**config.mk**
```make
export PLATFORM = sky130hd
export DESIGN_NAME = pipe_stage_chain
export DESIGN_NICKNAME = d
export VERILOG_FILES = /design/src/rtl/pipe_stage_chain_pkg.sv /design/src/rtl/pipe_stage_chain_stage.sv /design/src/rtl/pipe_stage_chain.sv
export SDC_FILE = /design/constraint.sdc
export NUM_CORES = 1
export LEC_CHECK = 0
export CORE_UTILIZATION = 51
export CTS_BUF_LIST = sky130_fd_sc_hd__clkbuf_4 sky130_fd_sc_hd__clkbuf_8 sky130_fd_sc_hd__clkbuf_16
export DETAILED_ROUTE_END_ITERATION = 8
export PLACE_DENSITY = 0.89
export REMOVE_ABC_BUFFERS = 1
export SYNTH_ARGS = -nofsm -noshare
export SYNTH_HDL_FRONTEND = slang
export SYNTH_SLANG_ARGS = --single-unit
```
**constraint.sdc**
```tcl
create_clock -name clk -period 4.6 [get_ports clk]
set_input_delay 0.92 -clock clk [delete_from_list [all_inputs] [get_ports clk]]
set_output_delay 0.92 -clock clk [all_outputs]
set_load 0.01 [all_outputs]
```
**src/rtl/pipe_stage_chain_pkg.sv**
```systemverilog
`default_nettype none
// ============================================================================
// Module      : pipe_stage_chain_pkg
// Description : Shared pipeline constants and the valid-count helper.
// Revision    : 1.0 - initial release
// ============================================================================
package pipe_stage_chain_pkg;

    localparam int c_DEFAULT_DATA_W = 32;
    localparam int c_DEFAULT_STAGES = 3;
    localparam int c_MAX_DATA_W     = 128;
    localparam int c_MAX_STAGES     = 8;
    localparam int c_OCC_W_MAX      = $clog2(c_MAX_STAGES + 1);

    // Population count over the widest legal chain; callers zero-extend.
    function automatic logic [c_OCC_W_MAX-1:0] count_valid(
        input logic [c_MAX_STAGES-1:0] v
    );
        logic [c_OCC_W_MAX-1:0] cnt;
        cnt = '0;
        for (int i = 0; i < c_MAX_STAGES; i++) begin
            cnt = cnt + c_OCC_W_MAX'(v[i]);
        end
        return cnt;
    endfunction

endpackage
`default_nettype wire

```
**src/rtl/pipe_stage_chain_stage.sv**
```systemverilog
`default_nettype none
// ============================================================================
// Module      : pipe_stage
// Description : One elastic valid+data register with ready chaining and flush.
// Revision    : 1.0 - initial release
// ============================================================================
module pipe_stage
    import pipe_stage_chain_pkg::*;
#(
    parameter int DATA_W = c_DEFAULT_DATA_W
) (
    input  logic              clk,
    input  logic              rst,
    input  logic              i_up_valid,
    input  logic [DATA_W-1:0] i_up_data,
    input  logic              i_down_ready,
    input  logic              i_flush,
    output logic              o_ready,
    output logic              o_valid,
    output logic [DATA_W-1:0] o_data
);

    logic              r_valid;
    logic [DATA_W-1:0] r_data;
    logic              w_ready;

    // A flushed stage empties this edge, so it can always take from upstream.
    assign w_ready = !r_valid || i_down_ready || i_flush;

    always_ff @(posedge clk or posedge rst) begin
        if (rst) begin
            r_valid <= 1'b0;
            r_data  <= '0;
        end else begin
            if (i_flush) begin
                r_valid <= 1'b0;
            end else if (w_ready) begin
                r_valid <= i_up_valid;
            end
            if (w_ready && i_up_valid) begin
                r_data <= i_up_data;
            end
        end
    end

    assign o_ready = w_ready;
    assign o_valid = r_valid;
    assign o_data  = r_data;

endmodule
`default_nettype wire

```
**src/rtl/pipe_stage_chain.sv**
```systemverilog
`default_nettype none
// ============================================================================
// Module      : pipe_stage_chain
// Description : STAGES-deep elastic register chain with bubble collapse,
//               per-stage flush and occupancy reporting.
// Revision    : 1.0 - initial release
// ============================================================================
module pipe_stage_chain
    import pipe_stage_chain_pkg::*;
#(
    parameter int DATA_W = c_DEFAULT_DATA_W,
    parameter int STAGES = c_DEFAULT_STAGES
) (
    input  logic                         clk,
    input  logic                         rst,
    input  logic                         in_valid,
    output logic                         in_ready,
    input  logic [DATA_W-1:0]            in_data,
    output logic                         out_valid,
    input  logic                         out_ready,
    output logic [DATA_W-1:0]            out_data,
    input  logic [STAGES-1:0]            flush_mask,
    output logic [STAGES-1:0]            stage_valid,
    output logic [$clog2(STAGES+1)-1:0]  occupancy
);

    logic [STAGES-1:0]       w_valid;
    logic [STAGES:0]         w_ready;
    logic [DATA_W-1:0]       w_data [STAGES];
    logic [c_MAX_STAGES-1:0] w_valid_ext;
    logic [c_OCC_W_MAX-1:0]  w_count;

    // w_ready[STAGES] is the successor readiness of the last stage.
    assign w_ready[STAGES] = out_ready;

    for (genvar i = 0; i < STAGES; i++) begin : g_stage
        logic              w_up_valid;
        logic [DATA_W-1:0] w_up_data;

        if (i == 0) begin : g_first
            assign w_up_valid = in_valid;
            assign w_up_data  = in_data;
        end else begin : g_rest
            assign w_up_valid = w_valid[i-1];
            assign w_up_data  = w_data[i-1];
        end

        pipe_stage #(
            .DATA_W (DATA_W)
        ) u_stage (
            .clk          (clk),
            .rst          (rst),
            .i_up_valid   (w_up_valid),
            .i_up_data    (w_up_data),
            .i_down_ready (w_ready[i+1]),
            .i_flush      (flush_mask[i]),
            .o_ready      (w_ready[i]),
            .o_valid      (w_valid[i]),
            .o_data       (w_data[i])
        );
    end

    always_comb begin
        w_valid_ext             = '0;
        w_valid_ext[STAGES-1:0] = w_valid;
    end

    assign w_count     = count_valid(w_valid_ext);
    assign occupancy   = w_count[$clog2(STAGES+1)-1:0];
    assign in_ready    = w_ready[0];
    assign out_valid   = w_valid[STAGES-1];
    assign out_data    = w_data[STAGES-1];
    assign stage_valid = w_valid;

endmodule
`default_nettype wire

```
==> results of run 1 <==
logic make-up after synthesis:
logic type | count (synthesis)
AO/OA/AOI/OAI | 5
adder cells (fa/ha/maj) | 1
buffers and inverters | 16
flip-flops | 99
multiplexers | 96
AND/OR/NAND/NOR | 7
where the power goes:
part	total, mW	internal (mW)	switching, mW
registers	1.14	1.05	0.0939
clock network	0.507	0.231	0.276
logic	0.496	0.330	0.166
total	2.14	1.61	0.536
how the worst max path moves through the flow:
stage	endpoint	slack (ps)
floorplan	g_stage[0].u_stage.o_data[0]$_DFFE_PP0P_	1090
global placement	g_stage[1].u_stage.o_data[2]$_DFFE_PP0P_	1370
detailed placement	g_stage[1].u_stage.o_data[2]$_DFFE_PP0P_	1330
CTS	in_ready	1380
global route	in_ready	1330
finish	in_ready	1390
per-stage QoR:
stage               setup WS [ps]  hold WS (ps)  cell area (sq um)  instances
global route                 1330           519               4790        407
finish                       1390           495               4790        407
global placement             1370           459               4600        391
CTS                          1380           502               4790        407
floorplan                    1090           452               3680        212
detailed placement           1330           480               4600        391
cells in the mapped netlist:
cell	count	area share [%]
o22ai_1	1	0.16
a21oi_1	1	0.13
o21ai_0	1	0.13
and4bb_2	1	0.33
buf_6	6	1.8
inv_1	4	0.40
dfrtp_1	99	65
mux2_1	2	0.59
fa_1	1	0.53
nor2_1	1	0.099
nand2_1	2	0.20
mux2_2	94	28
nand2b_1	1	0.16
a21o_1	1	0.20
o21ai_4	1	0.43
buf_4	6	1.2
or3b_4	1	0.30
nor3b_1	1	0.20
per-layer routing:
layer,vias to the layer above,share of wire [%],track usage (%)
li1,937,-,-
met1,1031,45,22.9
met2,55,49,29.2
met3,7,4.7,3.45
met4,0,1.3,8.36
met5,-,0,0
state kept, by name, indices dropped and copies added, names as in the netlist:
| register | cells |
|---|---|
| g_stage.u_stage.o_data | 96 |
| g_stage.u_stage.o_valid | 3 |
layout make-up:
cell class	instances	area share [%]
multi-input cells	109	24.9
well taps	99	2.59
repair buffers	80	16.6
clock buffers	12	3.32
inverters	4	0.366
clock inverters	4	0.523
flip-flops and latches	99	51.8
==> run summary, run 1 <==
Outcome: complete, but fails checks
Failing checks: DRC
Tcrit/Tclk final: 69.7%
Num CTS Buffers: 9
Critical-path cell list: clkdlybuf4s50_1 -> and4bb_2 -> nand2_1 -> clkdlybuf4s50_1
Resized Gates After CTS: 0
Worst min-delay path class: flop to flop
I/O Buffers: 77
Tot Pwr: 2.14 mW
Vias after detailed routing: 2,030
CP max FO: 3
Mapped Area: 3790 sq um
Reg2reg start: g_stage[2].u_stage.o_valid$_DFFE_PP0P_
First-pass GRT wire length: 10.2 mm
CTS tree: built
Critical Path RT: 3680 ps
Hold path depth: 1
Drt pass-1 iters: 6
Final hold violations: 0
CP max stage delay: 530 ps
WL/cell: 15.3 um
Critical path depth in cells: 4
PwrDens: 448 nW/um^2
H-tree Lvls: 3
MaxCap Viol Count: 0
Compound-Gate Fraction of Synth Area: 1.06%
R2R depth: 3
Setup Buffers After CTS: 0
Setup Viol. Count Final: 0
Synth Register Bits: 99
Die Height: 88.3 um
Cts hold-fix bufs: 0
Clock buffer depth: 2
Synth Warn #: 0
Initial core utilization: 52.6%
Synthesized instance count: 224
Vias per cell: 4.99
Largest family of logic cells by synthesized area: multiplexers
DP Wirelength: 4.12 mm
# rows: 31
Syn-to-layout area delta: 26.1%
Fmax: 312 MHz
Sequential-to-total area share from yosys stat: 65.3%
GPL Wtd Cong: 0.696
Fin nets: 343
Worst vdd ir: 0.234 mV
Hold endpoint: g_stage[2].u_stage.o_data[6]$_DFFE_PP0P_
Most common cell after layout, fill and taps aside: dfrtp_1
Hold path startpoint: g_stage[1].u_stage.o_data[6]$_DFFE_PP0P_
Largest net degree at the start of global routing: 77
Crit path launch: flush_mask[1]
RSZ-0062 raised after global routing: false
Crit Path Class: primary input to output pin
Chip Width: 88.3 um
Post-synthesis mux area share: 28.5%
Slew Viols, Final: 0
Final setup TNS: 0 ps
Diode count: 0
DR DRC count: 2
Fraction of final layout cells sized beyond drive strength 1: 38.0%
Core Box Area: 7210 sq um
Fillers: 531
Post-synthesis simple-gate area fraction: 1.29%
Adder-cell share of the synthesized area: 0.528%
GR Overflow Total: 0
Die ar.: 7790 sq um
Startpoint types: primary input
Clock transition at the registers of the reported paths: 90 ps
CP dominant cell by count: clkdlybuf4s50_1
Syn_area_per_cell: 16.9 sq um
CTS Sinks: 99
Antenna violations before repair: 0
Min Tclk post-route: 3210 ps
Fin util: 66.3%
Critical Path AT: 2290 ps
Worst Path Buf+Inv: 2
Worst-Skew Late Latency: 350 ps
I/O pin cnt: 78
Slew margin rel.: 28.2%
Final ANT Viol Nets: 0
1st-iter DRT viols: 62
CP top delay family: buffers and inverters
Multi-input logic area: 1190 sq um
All-layer global routing usage: 17.7%
Synth cell types: 18
Worst Tran Pin Value: 1070 ps
Most frequent cells in the layout: 99 x dfrtp_1, 94 x mux2_2, 77 x clkdlybuf4s50_1, 11 x clkbuf_8
Register area: 2480 sq um
Post-Synth XOR/XNOR Area: 0%
Vias in the first global route: 2,198
Detailed Route WL: 6.22 mm
Critical register-to-register path endpoint: g_stage[1].u_stage.o_data[2]$_DFFE_PP0P_
Root buffer cell: clkbuf_8
R2R setup slack: 2310 ps
CP endpoint kind: output pin
Lkg Pwr: 2.03 nW
Worst Skew: 12.5 ps
CP max-delay cell: clkdlybuf4s50_1
Power figures use the tool's default switching activity.
==> run 2, diff against run 1 <==
Clock period 4.6 ns to 3.02 ns, I/O delays scaled along.
==> run summary, run 2 (synthesized netlist as in run 1, its figures left out) <==
Die Height: 88.3 um (unchanged)
Crit Path Class: primary input to output pin
MaxCap Viol Count: 0 (unchanged)
Final ANT Viol Nets: 0 (unchanged)
All-layer global routing usage: 18.1% (+0.34 points)
Initial core utilization: 52.6% (unchanged)
Diode count: 0 (unchanged)
Vias after detailed routing: 2,056 (+1.3%)
Root buffer cell: clkbuf_8
Fin nets: 345 (+0.58%)
# rows: 31 (unchanged)
Critical Path AT: 1970 ps (-320 ps)
GR Overflow Total: 0 (unchanged)
Startpoint types: primary input
GPL Wtd Cong: 0.650 (-6.6%)
Most frequent cells in the layout: 99 x dfrtp_1, 94 x mux2_2, 77 x clkdlybuf4s50_1, 10 x clkbuf_8
Largest register FFs: 96 (unchanged)
DP Wirelength: 4.28 mm (+3.9%)
CTS Sinks: 99 (unchanged)
Chip Width: 88.3 um (unchanged)
Critical Path RT: 2420 ps (-1260 ps)
Worst vdd ir: 0.375 mV (+60%)
Tcrit/Tclk final: 85.3%
Worst Tran Pin Value: 641 ps (-432 ps)
Clock transition at the registers of the reported paths: 90 ps (about the same)
First-pass GRT wire length: 10.3 mm (+0.87%)
Vias per cell: 5.04 (+1.0%)
CTS tree: built
Antenna violations before repair: 0 (unchanged)
Resized Gates After CTS: 0 (unchanged)
Core Box Area: 7210 sq um (unchanged)
RSZ-0062 raised after global routing: false
I/O pin cnt: 78 (unchanged)
Die ar.: 7790 sq um (unchanged)
Setup Viol. Count Final: 0 (unchanged)
Worst min-delay path class: flop to flop
Slew margin rel.: 57.3% (+29 points)
CP endpoint kind: output pin
Syn-to-layout area delta: 27.5%
Worst-Skew Late Latency: 340 ps (about the same)
Fmax: 388 MHz
Final hold violations: 0 (unchanged)
Min Tclk post-route: 2580 ps
H-tree Lvls: 3 (unchanged)
I/O Buffers: 77 (unchanged)
Slew Viols, Final: 0 (unchanged)
Fraction of final layout cells sized beyond drive strength 1: 38.2% (+0.20 points)
Setup Buffers After CTS: 0 (unchanged)
Drt pass-1 iters: 5 (-1)
Final setup TNS: 0 ps (unchanged)
Outcome: completed
Detailed Route WL: 6.39 mm (+2.7%)
Cts hold-fix bufs: 0 (unchanged)
Most common cell after layout, fill and taps aside: dfrtp_1
1st-iter DRT viols: 55 (-11%)
Placed cell areas: 4640 sq um (+0.87%)
PwrDens: 687 nW/um^2 (+53%)
Clock buffer depth: 2 (unchanged)
DR DRC count: 0 (-2)
Num CTS Buffers: 9 (unchanged)
WL/cell: 15.7 um (+2.5%)
Design area: 4840 sq um (+1.1%)
Worst Skew: 7.20 ps (-5.28 ps)
CP max FO: 3 (unchanged)
Lkg Pwr: 2.06 nW (+1.3%)
Largest net degree at the start of global routing: 54 (-30%)
Vias in the first global route: 2,189 (-0.41%)
==> run 2: changes by cell type in the layout (fill, tap and decap cells not counted) <==
| cell | before | now |
|---|---|---|
| clkinvlp_4 | 2 | 1 |
| clkinv_2 | 2 | 1 |
| buf_12 | 0 | 2 |
| clkbuf_8 | 11 | 10 |
| clkinv_4 | 0 | 1 |
| bufinv_16 | 0 | 1 |
==> run 2: area by class of cell <==
cell class	instances	area (sq um)
multi-input cells	109	1190
clock buffers	11	145
repair buffers	82	833
flip-flops and latches	99	2480
inverters	4	17.5
well taps	99	124
fillers	534	2380
clock inverters	4	51.3
==> run 2: worst max-delay path: stages <==
cell and delay, ps:
clkdlybuf4s50_1 440, nor3b_1 320, nand2_1 110, clkdlybuf4s50_1 490
==> run 2: final timing paths <==
path                                                           startpoint                                         to  slack [ps]  depth (start not counted)
worst max-delay path                                        flush_mask[2]                                   in_ready         440                          4
worst min-delay path            g_stage[0].u_stage.o_data[25]$_DFFE_PP0P_  g_stage[1].u_stage.o_data[25]$_DFFE_PP0P_         490                          1
worst max register to register     g_stage[2].u_stage.o_valid$_DFFE_PP0P_  g_stage[0].u_stage.o_data[22]$_DFFE_PP0P_        1140                          4
worst min register to register  g_stage[0].u_stage.o_data[25]$_DFFE_PP0P_  g_stage[1].u_stage.o_data[25]$_DFFE_PP0P_         490                          1
max in group asynchronous                                             rst  g_stage[0].u_stage.o_data[24]$_DFFE_PP0P_        1650                          3
min in group asynchronous                                             rst  g_stage[2].u_stage.o_data[27]$_DFFE_PP0P_         700                          2
==> run 2: metal layers <==
metal  global-route usage [%]  up-vias  part of all wire, %
met5                        0        -                    0
met4                     7.48        0                  1.5
met3                     3.92        9                  4.4
met2                     30.5       53                   51
met1                     22.8     1047                   43
li1                         -      947                    -
==> run 2: through the flow <==
| stage | cells | hold WS [ps] | setup slack (ps) | total power [mW] | utilization [%] |
|---|---|---|---|---|---|
| 3_3_place_gp | 393 | 459 | 492 | 2.49 | 64.3 |
| 4_1_cts | 408 | 491 | 443 | 3.37 | 67.1 |
| 5_1_grt | 408 | 522 | 397 | 3.50 | 67.1 |
| 6_report | 408 | 487 | 445 | 3.33 | 67.1 |
| 3_5_place_dp | 393 | 467 | 447 | 2.54 | 64.3 |
| 2_1_floorplan | 212 | 452 | -174 | 2.09 | - |
==> run 2: where the power goes <==
part           switching (mW)  total [mW]  internal (mW)
registers               0.140        1.74           1.60
clock network           0.412       0.823          0.410
logic                   0.259       0.766          0.508
total                   0.811        3.33           2.51
==> run 3, diff against run 2 <==
Settings changed: CORE_UTILIZATION 51 to 54, PLACE_DENSITY 0.89 to 0.93.
Clock period 3.02 ns to 3.07 ns, I/O delays scaled along.
==> run summary, run 3 (synthesized netlist as in run 1, its figures left out) <==
Outcome: completed
Initial core utilization: 55.9% (+3.3 points)
I/O pin cnt: 78 (unchanged)
R2R depth: 4 (unchanged)
Fmax: 388 MHz
Setup Viol. Count Final: 0 (unchanged)
Drt pass-1 iters: 2 (-3)
Worst Skew: 9.68 ps (+2.48 ps)
H-tree Lvls: 3 (unchanged)
Top Usage Layer GRT: met2
GPL Wtd Cong: 0.693 (+6.6%)
Largest register FFs: 96 (unchanged)
# rows: 30 (-3.2%)
Hold endpoint: g_stage[0].u_stage.o_data[6]$_DFFE_PP0P_
Design area: 4850 sq um (+0.31%)
Cell total after placement: 390 (-0.76%)
Clock transition at the registers of the reported paths: 90 ps (about the same)
Reg2reg start: g_stage[2].u_stage.o_valid$_DFFE_PP0P_
Startpoint types: primary input
Vias after detailed routing: 2,035 (-1.0%)
Vias in the first global route: 2,192 (+0.14%)
Critical Path RT: 2460 ps (+40 ps)
Comb power frac: 22.6% (-0.4 points)
GR Overflow Total: 0 (unchanged)
Slew Viols, Final: 0 (unchanged)
R2R setup slack: 1260 ps (+120 ps)
Diode count: 0 (unchanged)
Lkg Pwr: 2.07 nW (+0.45%)
Detailed Route WL: 6.28 mm (-1.7%)
First-pass GRT wire length: 10.4 mm (+1.4%)
Core Box Area: 6790 sq um (-5.8%)
Clock power frac: 26.5% (+1.8 points)
Final hold violations: 0 (unchanged)
Placed cell areas: 4640 sq um (about the same)
Final ANT Viol Nets: 0 (unchanged)
Resized Gates After CTS: 0 (unchanged)
Fin nets: 345 (unchanged)
Largest net degree at the start of global routing: 64 (+19%)
Worst Tran Pin Value: 465 ps (-176 ps)
P_sw: 0.798 mW (-1.5%)
Most common cell after layout, fill and taps aside: dfrtp_1
M1 GR Usage: 24.2% (+1.4 points)
1st-iter DRT viols: 64 (+16%)
Fraction of final layout cells sized beyond drive strength 1: 38.2% (unchanged)
Die ar.: 7370 sq um (-5.4%)
Hold path depth: 1 (unchanged)
Min Tclk post-route: 2580 ps
DP Wirelength: 4.12 mm (-3.7%)
CTS Sinks: 99 (unchanged)
WL/cell: 15.5 um (-1.0%)
CP endpoint kind: output pin
Fin cells: 405 (-0.74%)
Crit Path Class: primary input to output pin
Setup Buffers After CTS: 0 (unchanged)
I/O Buffers: 77 (unchanged)
CTS tree: built
Antenna violations before repair: 0 (unchanged)
Hold path startpoint: g_stage[0].u_stage.o_data[6]$_DFFE_PP0P_
Worst vdd ir: 0.387 mV (+3.2%)
PwrDens: 689 nW/um^2 (+0.19%)
Most frequent cells in the layout: 99 x dfrtp_1, 94 x mux2_2, 77 x clkdlybuf4s50_1, 10 x clkbuf_8
Clock buffer depth: 2 (unchanged)
DR DRC count: 0 (unchanged)
Root buffer cell: clkbuf_8
Slew margin rel.: 69.0% (+12 points)
Tcrit/Tclk final: 84.0%
Chip Width: 85.8 um (-2.8%)
Critical register-to-register path endpoint: g_stage[2].u_stage.o_data[30]$_DFFE_PP0P_
Vias per cell: 5.02 (-0.29%)
Worst min-delay path class: flop to flop
Critical Path AT: 1960 ps (about the same)
Internal power: 2.54 mW (+1.2%)
Num CTS Buffers: 9 (unchanged)
Syn-to-layout area delta: 27.9%
Switch share: 23.9% (-0.49 points)
Die Height: 85.8 um (-2.8%)
MaxCap Viol Count: 0 (unchanged)
Tot Pwr: 3.34 mW (+0.50%)
All-layer global routing usage: 18.9% (+0.81 points)
Worst-Skew Late Latency: 350 ps (about the same)
RSZ-0062 raised after global routing: false
Met2 usage: 31.1% (+0.57 points)
Met3 global-route usage: 4.81% (+0.89 points)
Sequential group share of total power: 50.9% (-1.3 points)
Cts hold-fix bufs: 0 (unchanged)
Hold slack: 506 ps (+19.8 ps)
CP max FO: 3 (unchanged)
==> run 3: power groups by stage <==
stage	Combinational (mW)	Clock [mW]	Sequential, mW
after floorplan	0.290	0	1.77
after global routing	0.806	0.957	1.74
after global placement	0.738	0	1.72
after CTS	0.767	0.907	1.71
final	0.755	0.885	1.70
after detailed placement	0.765	0	1.73
==> run 3: layout make-up <==
cell class | instances | area, sq um
clock buffer | 10 | 138
clock inverter | 5 | 77.6
fill | 465 | 1940
inverter | 4 | 17.5
multi-input combinational | 109 | 1190
sequential | 99 | 2480
tap | 96 | 120
timing repair buffer | 82 | 833
==> run 3: layer usage <==
layer	vias to the layer above	wire, um	share of wire [%]
li1	941	-	-
met1	1028	2830	45
met2	58	3090	49
met3	8	295	4.7
met4	0	73	1.2
met5	-	0	0
==> run 3: worst max path at each step <==
stage / start / end / slack [ps] / cells after the start
6_report: flush_mask[1] / in_ready / 490 / 4
4_1_cts: flush_mask[1] / in_ready / 490 / 4
3_5_place_dp: flush_mask[1] / in_ready / 490 / 4
3_3_place_gp: flush_mask[1] / in_ready / 510 / 4
2_1_floorplan: rst / g_stage[0].u_stage.o_data[0]$_DFFE_PP0P_ / -130 / 1
5_1_grt: flush_mask[1] / in_ready / 420 / 4
==> run 3: stage by stage <==
step | utilization (%) | setup slack [ps] | TNS (ps)
6_report | 71.4 | 492 | 0
5_1_grt | 71.4 | 422 | 0
4_1_cts | 71.4 | 487 | 0
3_5_place_dp | 68.3 | 495 | 0
3_3_place_gp | 68.3 | 511 | 0
2_1_floorplan | - | -134 | -13310
==> run 3: critical path, cell delays in order <==
cell and delay, ps:
clkdlybuf4s50_1 500, and4bb_2 250, nand2_1 80, clkdlybuf4s50_1 530
